File: src/rtl/iir_out_fifo.sv
// Output FIFO behind the iir filter: absorbs bursts from a source without backpressure,
// presents first-word fall-through samples to a stalling consumer and flags lost samples.
module iir_out_fifo #(
   parameter int NB    = 10,
   parameter int DEPTH = 8,
   parameter int AW    = 3
) (
   input  logic          CLK,
   input  logic          RST,
   input  logic          VIN,
   input  logic [NB-1:0] DIN,
   input  logic          RDY,
   output logic          VOUT,
   output logic [NB-1:0] DOUT,
   output logic [AW:0]   COUNT,
   output logic          FULL,
   output logic          EMPTY,
   output logic          OVF,
   input  logic          OVF_CLR
);

   localparam logic [AW:0] DEPTH_C = (AW+1)'(DEPTH);

   logic [NB-1:0] mem [DEPTH];
   logic [AW-1:0] wp;
   logic [AW-1:0] rp;
   logic [AW:0]   cnt;
   logic          pop;
   logic          push;
   logic          drop;

   // Status flags come purely from the registered count, never from pointer equality.
   assign FULL  = (cnt == DEPTH_C);
   assign EMPTY = (cnt == '0);
   assign COUNT = cnt;
   assign VOUT  = ~EMPTY;
   assign DOUT  = mem[rp];

   // A full FIFO still accepts a sample when the head leaves in the same cycle.
   assign pop  = VOUT & RDY;
   assign push = VIN & (~FULL | pop);
   assign drop = VIN & FULL & ~pop;

   always_ff @(posedge CLK) begin
      if (push && !RST) begin
         mem[wp] <= DIN;
      end
   end

   always_ff @(posedge CLK) begin
      if (RST) begin
         wp  <= '0;
         rp  <= '0;
         cnt <= '0;
      end else begin
         if (push) begin
            wp <= wp + AW'(1);
         end
         if (pop) begin
            rp <= rp + AW'(1);
         end
         if (push && !pop) begin
            cnt <= cnt + (AW+1)'(1);
         end else if (pop && !push) begin
            cnt <= cnt - (AW+1)'(1);
         end
      end
   end

   // A drop in the same cycle as a clear request keeps the flag set.
   always_ff @(posedge CLK) begin
      if (RST) begin
         OVF <= 1'b0;
      end else if (drop) begin
         OVF <= 1'b1;
      end else if (OVF_CLR) begin
         OVF <= 1'b0;
      end
   end

endmodule

File: config.mk
export PLATFORM = sky130hd
export DESIGN_NAME = iir_out_fifo
export DESIGN_NICKNAME = d
export VERILOG_FILES = /design/src/rtl/iir_out_fifo.sv
export SDC_FILE = /design/constraint.sdc
export NUM_CORES = 1
export LEC_CHECK = 0
export BUFFER_PORTS_ARGS = -buffer_cell sky130_fd_sc_hd__buf_2
export CORE_MARGIN = 2
export CORE_UTILIZATION = 63
export CTS_CLUSTER_DIAMETER = 40
export DETAILED_ROUTE_END_ITERATION = 6
export PLACE_DENSITY = 0.83
export SYNTH_ARGS = -nofsm -noshare
export SYNTH_HDL_FRONTEND = slang
export SYNTH_SLANG_ARGS = --single-unit
File: constraint.sdc
create_clock -name CLK -period 7.9 [get_ports CLK]
set_clock_uncertainty 0.05 [all_clocks]
set_input_delay 0 -clock CLK [delete_from_list [all_inputs] [get_ports CLK]]
set_output_delay 0 -clock CLK [all_outputs]
set_load 0.05 [all_outputs]
==> flow_metrics.env, run 1 <==
export IMPL_status="completed"
export IMPL_clkLatencyLatePin_ns=0.36
export IMPL_relSlewSlack=0.179
export IMPL_netlist_area_um2=3710
export IMPL_row_count=27
export IMPL_fin_crit_sh=0.379
export IMPL_fin_tns_setup_ns=0
export IMPL_start_kind="flop"
export IMPL_io_buffers=32
export IMPL_place_gp_congestion=0.754
export IMPL_setup_viol=0
export IMPL_hold_class="in2reg"
export IMPL_dieArea_um2=6510
export IMPL_final_cell_mix="edfxtp_1 (80), buf_2 (32), mux4_2 (20), dlygate4sd3_1 (15)"
export IMPL_yosysWarnings=0
export IMPL_combPwrFrac=0.326
export IMPL_drv_slew=0
export IMPL_place_area_um2=4000
export IMPL_synth_seq_cells=94
export IMPL_diodes=0
export IMPL_cts_buffer_depth=2
export IMPL_worstMarginPinSlew_ns=1.23
export IMPL_leakage_nw=1.49
export IMPL_cp_slowest_cell="or4b_4"
export IMPL_cp_cell_sequence="or4b_4 -> o21ai_4 -> inv_2 -> ha_1 -> inv_1 -> ha_1 -> a21oi_1 -> a211oi_1 -> a31oi_1 -> mux2_2"
export IMPL_ioPinCount=33
export IMPL_fin_area_um2=4330
export IMPL_yosysSeqAreaShare=0.724
export IMPL_syn_avg_cell_area_um2=19.0
export IMPL_rsz0062_at_grt="false"
export IMPL_criticalPathCategory="reg2reg"
export IMPL_seqPwrFrac=0.451
export IMPL_n_fill_cell=328
export IMPL_grt_pass1_vias=1960
export IMPL_vias_per_cell=5.94
export IMPL_drt_initial_drc_count=164
export IMPL_grtUsageTotal=0.233
export IMPL_worstPathArrival_ns=3.20
export IMPL_cts_tree="yes"
export IMPL_final_common_cell="edfxtp_1"
export IMPL_wirelength_um=6700
export IMPL_drive_above_1_share=0.345
export IMPL_synth_cell_types=33
export IMPL_area_growth_pct=16.7
export IMPL_swShare=0.338
export IMPL_grt_pass1_wl_um=10500
export IMPL_min_period_ns=3.00
export IMPL_dp_hpwl_um=4150
export IMPL_p_int_mw=0.872
export IMPL_syn_inst=195
export IMPL_antenna_found_initial=0
export IMPL_root_buffer="clkbuf_8"
export IMPL_power_switching_mw=0.446
export IMPL_cts_made_buffers=9
export IMPL_peakVddDrop_mv=0.243
export IMPL_cts_sinks=94
export IMPL_start_util=0.661
export IMPL_final_hold_viol_count=0
export IMPL_cpMostUsedCell="ha_1"
export IMPL_drt_wirelength_per_cell_um=20.5
export IMPL_maxCapViolations=0
export IMPL_overflow=0
export IMPL_die_h_um=80.7
export IMPL_post_cts_buffers=0
export IMPL_required_ns=8.10
export IMPL_synth_fp_nets=216
export IMPL_end_kind="flop"
export IMPL_remaining_drc_errors=0
export IMPL_cpPeakStageDelay_ns=0.59
export IMPL_nNetsFinal=271
export IMPL_clk_pin_slew_ns=0.08
export IMPL_power_density_nw_per_um2=304
export IMPL_fmax_ghz=0.334
export IMPL_vias=1942
export IMPL_cts_htree_levels=3
export IMPL_die_x_um=80.7
export IMPL_grt_max_degree=21
export IMPL_core_area_um2=5610
export IMPL_clock_power_share=0.222
export IMPL_crit_path_max_fanout=6
export IMPL_firstDrtPassIters=4
export IMPL_final_antenna_net_count=0
[power by group through the flow]
stage | registers, mW | clock network, mW | logic, mW
CTS | 0.595 | 0.297 | 0.432
global placement | 0.602 | 0 | 0.417
detailed placement | 0.606 | 0 | 0.424
global route | 0.597 | 0.311 | 0.459
floorplan | 0.616 | 0 | 0.328
finish | 0.594 | 0.293 | 0.430
[stage by stage]
stage | worst slack [ns] | std cells | utilization | power, mW | hold WS, ns
3_3_place_gp | 5.04 | 296 | 0.713 | 1.02 | 0.220
2_1_floorplan | 4.93 | 195 | - | 0.944 | 0.0489
3_5_place_dp | 4.93 | 296 | 0.713 | 1.03 | 0.214
4_1_cts | 4.91 | 327 | 0.772 | 1.32 | 0.00754
5_1_grt | 4.80 | 327 | 0.772 | 1.37 | 0.0261
6_report | 4.90 | 327 | 0.772 | 1.32 | 0.0159
[cell families (layout without fill, tap and decap cells)]
| logic type | Yosys count | in the layout | synth area share |
|---|---|---|---|
| AND/OR/NAND/NOR | 35 | 35 | 0.0503 |
| adder cells (fa/ha/maj) | 6 | 6 | 0.0223 |
| buffers and inverters | 13 | 73 | 0.0142 |
| flip-flops | 94 | 94 | 0.724 |
| multiplexers | 32 | 32 | 0.158 |
| XOR/XNOR | 5 | 5 | 0.0118 |
| AO/OA/AOI/OAI | 10 | 10 | 0.0203 |
[routing by layer]
layer / GRT usage / vias up / part of all wire
li1: - / 885 / -
met1: 0.305 / 964 / 0.41
met2: 0.389 / 80 / 0.51
met3: 0.0652 / 13 / 0.065
met4: 0.0678 / 0 / 0.016
met5: 0 / - / 0
[state kept, by name (all words and copies together), names as in the netlist, named ones only]
name   flops
COUNT      4
OVF        1
mem       80
rp         3
wp         3
[worst max-delay path, delay by kind of cell (launching register included)]
| family | cells | cell delay [ns] |
|---|---|---|
| compound gates | 4 | 0.77 |
| simple gates | 1 | 0.59 |
| fa+ha+maj | 2 | 0.51 |
| flops | 1 | 0.37 |
| mux | 1 | 0.34 |
| buf+inv | 2 | 0.25 |
[timing repair]
item	CTS	global route
resized for setup	0	0
hold buffers	15	0
endpoints found under the hold margin	92	0
[final timing paths]
| path | start | to | slack (ns) | cells after the start |
|---|---|---|---|---|
| hold / removal | VIN | wp[1]$_SDFFE_PP0N_ | 0.02 | 4 |
| setup reg to reg | COUNT[1]$_SDFFE_PP0P_ | COUNT[3]$_SDFFE_PP0P_ | 4.90 | 10 |
| hold reg to reg | rp[1]$_SDFFE_PP0N_ | rp[1]$_SDFFE_PP0N_ | 0.44 | 2 |
| setup / recovery | COUNT[1]$_SDFFE_PP0P_ | COUNT[3]$_SDFFE_PP0P_ | 4.90 | 10 |
[cell usage after synthesis]
cell | number | area (um^2)
ha_1 | 5 | 62.6
a211oi_1 | 1 | 7.51
nor4b_1 | 1 | 8.76
xnor2_1 | 1 | 8.76
a21oi_1 | 4 | 20.0
nor4_1 | 2 | 12.5
dfxtp_1 | 14 | 280
buf_2 | 3 | 15.0
nand2_4 | 2 | 22.5
o211ai_1 | 1 | 7.51
mux2i_1 | 1 | 10.0
buf_1 | 1 | 3.75
a31oi_1 | 1 | 6.26
nor3_1 | 3 | 15.0
nor2_1 | 14 | 52.6
or4b_4 | 1 | 13.8
mux2_2 | 11 | 124
inv_2 | 1 | 3.75
nor2b_1 | 1 | 6.26
xor2_1 | 4 | 35.0
fa_1 | 1 | 20.0
a32oi_1 | 1 | 8.76
mux4_2 | 20 | 450
nand2b_1 | 1 | 6.26
nand3b_1 | 1 | 7.51
clkbuf_1 | 4 | 15.0
or4_1 | 1 | 7.51
nand3_1 | 3 | 15.0
edfxtp_1 | 80 | 2400
o21ai_4 | 1 | 16.3
o21ai_2 | 1 | 8.76
nand2_1 | 5 | 18.8
inv_1 | 4 | 15.0
[layout make-up]
type | count | area [um^2] | area share
clock buffer | 10 | 128 | 0.0295
clock inverter | 6 | 52.6 | 0.0121
inverter | 5 | 18.8 | 0.00434
multi-input combinational | 88 | 1010 | 0.233
sequential | 94 | 2680 | 0.620
tap | 72 | 90.1 | 0.0208
timing repair buffer | 52 | 348 | 0.0804
No activity file was read; power rests on OpenSTA's default activity.
==> run 2, diff against run 1 <==
Settings changed: ABC_AREA set to 1, CORE_UTILIZATION 63 to 53, PLACE_DENSITY 0.83 to 0.74.
Clock period 7.9 ns to 2.61 ns, I/O delays scaled along.
==> flow_metrics.env, run 2 <==
export IMPL_netlist_area_um2=3940
export IMPL_status="completed"
export IMPL_synth_flop_cell="edfxtp_1"
export IMPL_drt_wirelength_per_cell_um=14.7
export IMPL_drive_above_1_share=0.175
export IMPL_synth_top_cells_by_area="edfxtp_1 (61%), nor2_1 (7.6%), dfxtp_1 (7.1%)"
export IMPL_busiest_layer="met2"
export IMPL_peakVddDrop_mv=0.778
export IMPL_grt_pass1_wl_um=12500
export IMPL_min_period_ns=2.12
export IMPL_hold_class="in2reg"
export IMPL_syn_inst=351
export IMPL_die_h_um=90.2
export IMPL_dp_hpwl_um=4690
export IMPL_place_gp_congestion=0.823
export IMPL_setup_viol=0
export IMPL_relSlewSlack=0.739
export IMPL_use_met1=0.249
export IMPL_worstPathArrival_ns=2.33
export IMPL_vias_per_cell=5.20
export IMPL_synth_async_reset_ratio=0
export IMPL_clk_pin_slew_ns=0.08
export IMPL_synth_edf_count=80
export IMPL_vias=2677
export IMPL_required_ns=2.82
export IMPL_end_kind="flop"
export IMPL_overflow=0
export IMPL_grt_max_degree=41
export IMPL_final_antenna_net_count=0
export IMPL_cts_buffer_depth=2
export IMPL_post_cts_buffers=0
export IMPL_nNetsFinal=432
export IMPL_yosysSeqAreaShare=0.681
export IMPL_leakage_nw=1.77
export IMPL_drv_slew=0
export IMPL_final_hold_viol_count=0
export IMPL_n_fill_cell=586
export IMPL_synth_fp_nets=372
export IMPL_power_density_nw_per_um2=967
export IMPL_diodes=0
export IMPL_yosys_top_cells_count="edfxtp_1 (80), nor2_1 (80), nand2_1 (49)"
export IMPL_grt_use_met3=0.0411
export IMPL_yosysWarnings=0
export IMPL_wirelength_um=7580
export IMPL_io_buffers=32
export IMPL_cts_tree="yes"
export IMPL_start_util=0.546
export IMPL_syn_avg_cell_area_um2=11.2
export IMPL_cts_repair_resized=0
export IMPL_synth_top_area_share=0.610
export IMPL_drt_initial_drc_count=146
export IMPL_die_x_um=90.2
export IMPL_crit_path_max_fanout=7
export IMPL_synth_seq_cells=94
export IMPL_clkLatencyLatePin_ns=0.35
export IMPL_synth_largest_area_cell="edfxtp_1"
export IMPL_start_kind="flop"
export IMPL_rsz0062_at_grt="false"
export IMPL_maxCapViolations=0
export IMPL_row_count=31
export IMPL_criticalPathCategory="reg2reg"
export IMPL_ioPinCount=33
export IMPL_dieArea_um2=8140
export IMPL_remaining_drc_errors=0
export IMPL_worstMarginPinSlew_ns=0.390
export IMPL_grt_pass1_vias=2644
export IMPL_fin_ws_ns=0.487
export IMPL_cts_sinks=94
export IMPL_synth_cell_types=27
export IMPL_largest_reg_flops=80
export IMPL_cts_made_buffers=9
export IMPL_fin_crit_sh=0.814
export IMPL_finalPower_mw=4.42
export IMPL_fmax_ghz=0.471
export IMPL_pre_cts_slack_ns=0.516
export IMPL_core_area_um2=7210
export IMPL_area_growth_pct=16.0
export IMPL_grtUsageMet2=0.337
export IMPL_place_area_um2=4230
export IMPL_fin_tns_setup_ns=0
export IMPL_root_buffer="clkbuf_8"
export IMPL_holdWs_ns=0.402
export IMPL_grtUsageTotal=0.200
export IMPL_final_cell_mix="nor2_1 (80), edfxtp_1 (80), nand2_1 (49), o21ai_1 (41), buf_2 (32)"
export IMPL_cts_htree_levels=3
export IMPL_fin_area_um2=4570
export IMPL_antenna_found_initial=0
export IMPL_top_register="mem"
export IMPL_firstDrtPassIters=4
-- run 2: cell types whose count changed after synthesis, moves of 4 or more --
cell     delta
o21ai_1    +41
mux2_2     -11
nand3_1     +4
mux4_2     -20
a21oi_1     +4
buf_6       +5
inv_2       +4
nand2_1    +44
o21ai_0    +22
nor2_1     +66
inv_1       +8
-- run 2: metal layers --
| metal | vias to the layer above | share of wire |
|---|---|---|
| met5 | - | 0 |
| met4 | 0 | 0.017 |
| met3 | 12 | 0.067 |
| met2 | 75 | 0.51 |
| met1 | 1267 | 0.41 |
| li1 | 1323 | - |
-- run 2: metrics by stage --
step,std cells,util
after global placement,484,0.587
after global routing,515,0.634
final,515,0.634
after CTS,515,0.634
after floorplan,351,-
after detailed placement,484,0.587
-- run 2: what timing repair did --
action / in CTS / in global routing
endpoints found under the setup margin: 0 / 0
hold endpoints to repair: 88 / 0
hold buffers: 15 / 0
-- run 2: power by group --
group / internal (mW) / leakage [nW] / switching [mW]
logic: 0.475 / 0.837 / 1.24
registers: 1.72 / 0.838 / 0.0761
clock network: 0.442 / 0.0981 / 0.476
total: 2.63 / 1.77 / 1.79
-- run 2: worst max-delay path, cell delays in order, from the launching register on --
cell,delay [ns]
dfxtp_1,0.39
nor2_4,0.20
nand4_4,0.15
nand2_1,0.11
inv_2,0.04
ha_1,0.18
inv_1,0.13
ha_1,0.29
a21oi_1,0.20
nand2_1,0.08
nand2_1,0.06
nand3_1,0.07
nand2_1,0.06
inv_1,0.03
-- run 2: cell type report --
type | instances | area (um^2) | share of cell area
multi-input combinational | 225 | 1080 | 0.237
inverter | 19 | 71.3 | 0.0156
clock buffer | 10 | 128 | 0.0279
timing repair buffer | 62 | 423 | 0.0925
clock inverter | 6 | 61.3 | 0.0134
sequential | 94 | 2680 | 0.587
tap | 99 | 124 | 0.0271
-- run 2: worst paths after layout --
kind	end	slack [ns]	depth (start not counted)	startpoint
max	COUNT[3]$_SDFFE_PP0P_	0.49	13	COUNT[1]$_SDFFE_PP0P_
min	mem[7][4]$_DFFE_PP_	0.40	2	DIN[4]
max reg2reg	COUNT[3]$_SDFFE_PP0P_	0.49	13	COUNT[1]$_SDFFE_PP0P_
min reg2reg	rp[2]$_SDFFE_PP0N_	0.45	2	rp[2]$_SDFFE_PP0N_
-- run 2: kinds of logic (layout without fill, tap and decap cells) --
kind of cell / after synthesis / after routing / synth area share
XOR/XNOR: 3 / 3 / 0.00667
AO/OA/AOI/OAI: 71 / 71 / 0.0902
flip-flops: 94 / 94 / 0.681
AND/OR/NAND/NOR: 145 / 145 / 0.157
buffers and inverters: 32 / 97 / 0.0445
adder cells (fa/ha/maj): 6 / 6 / 0.0210
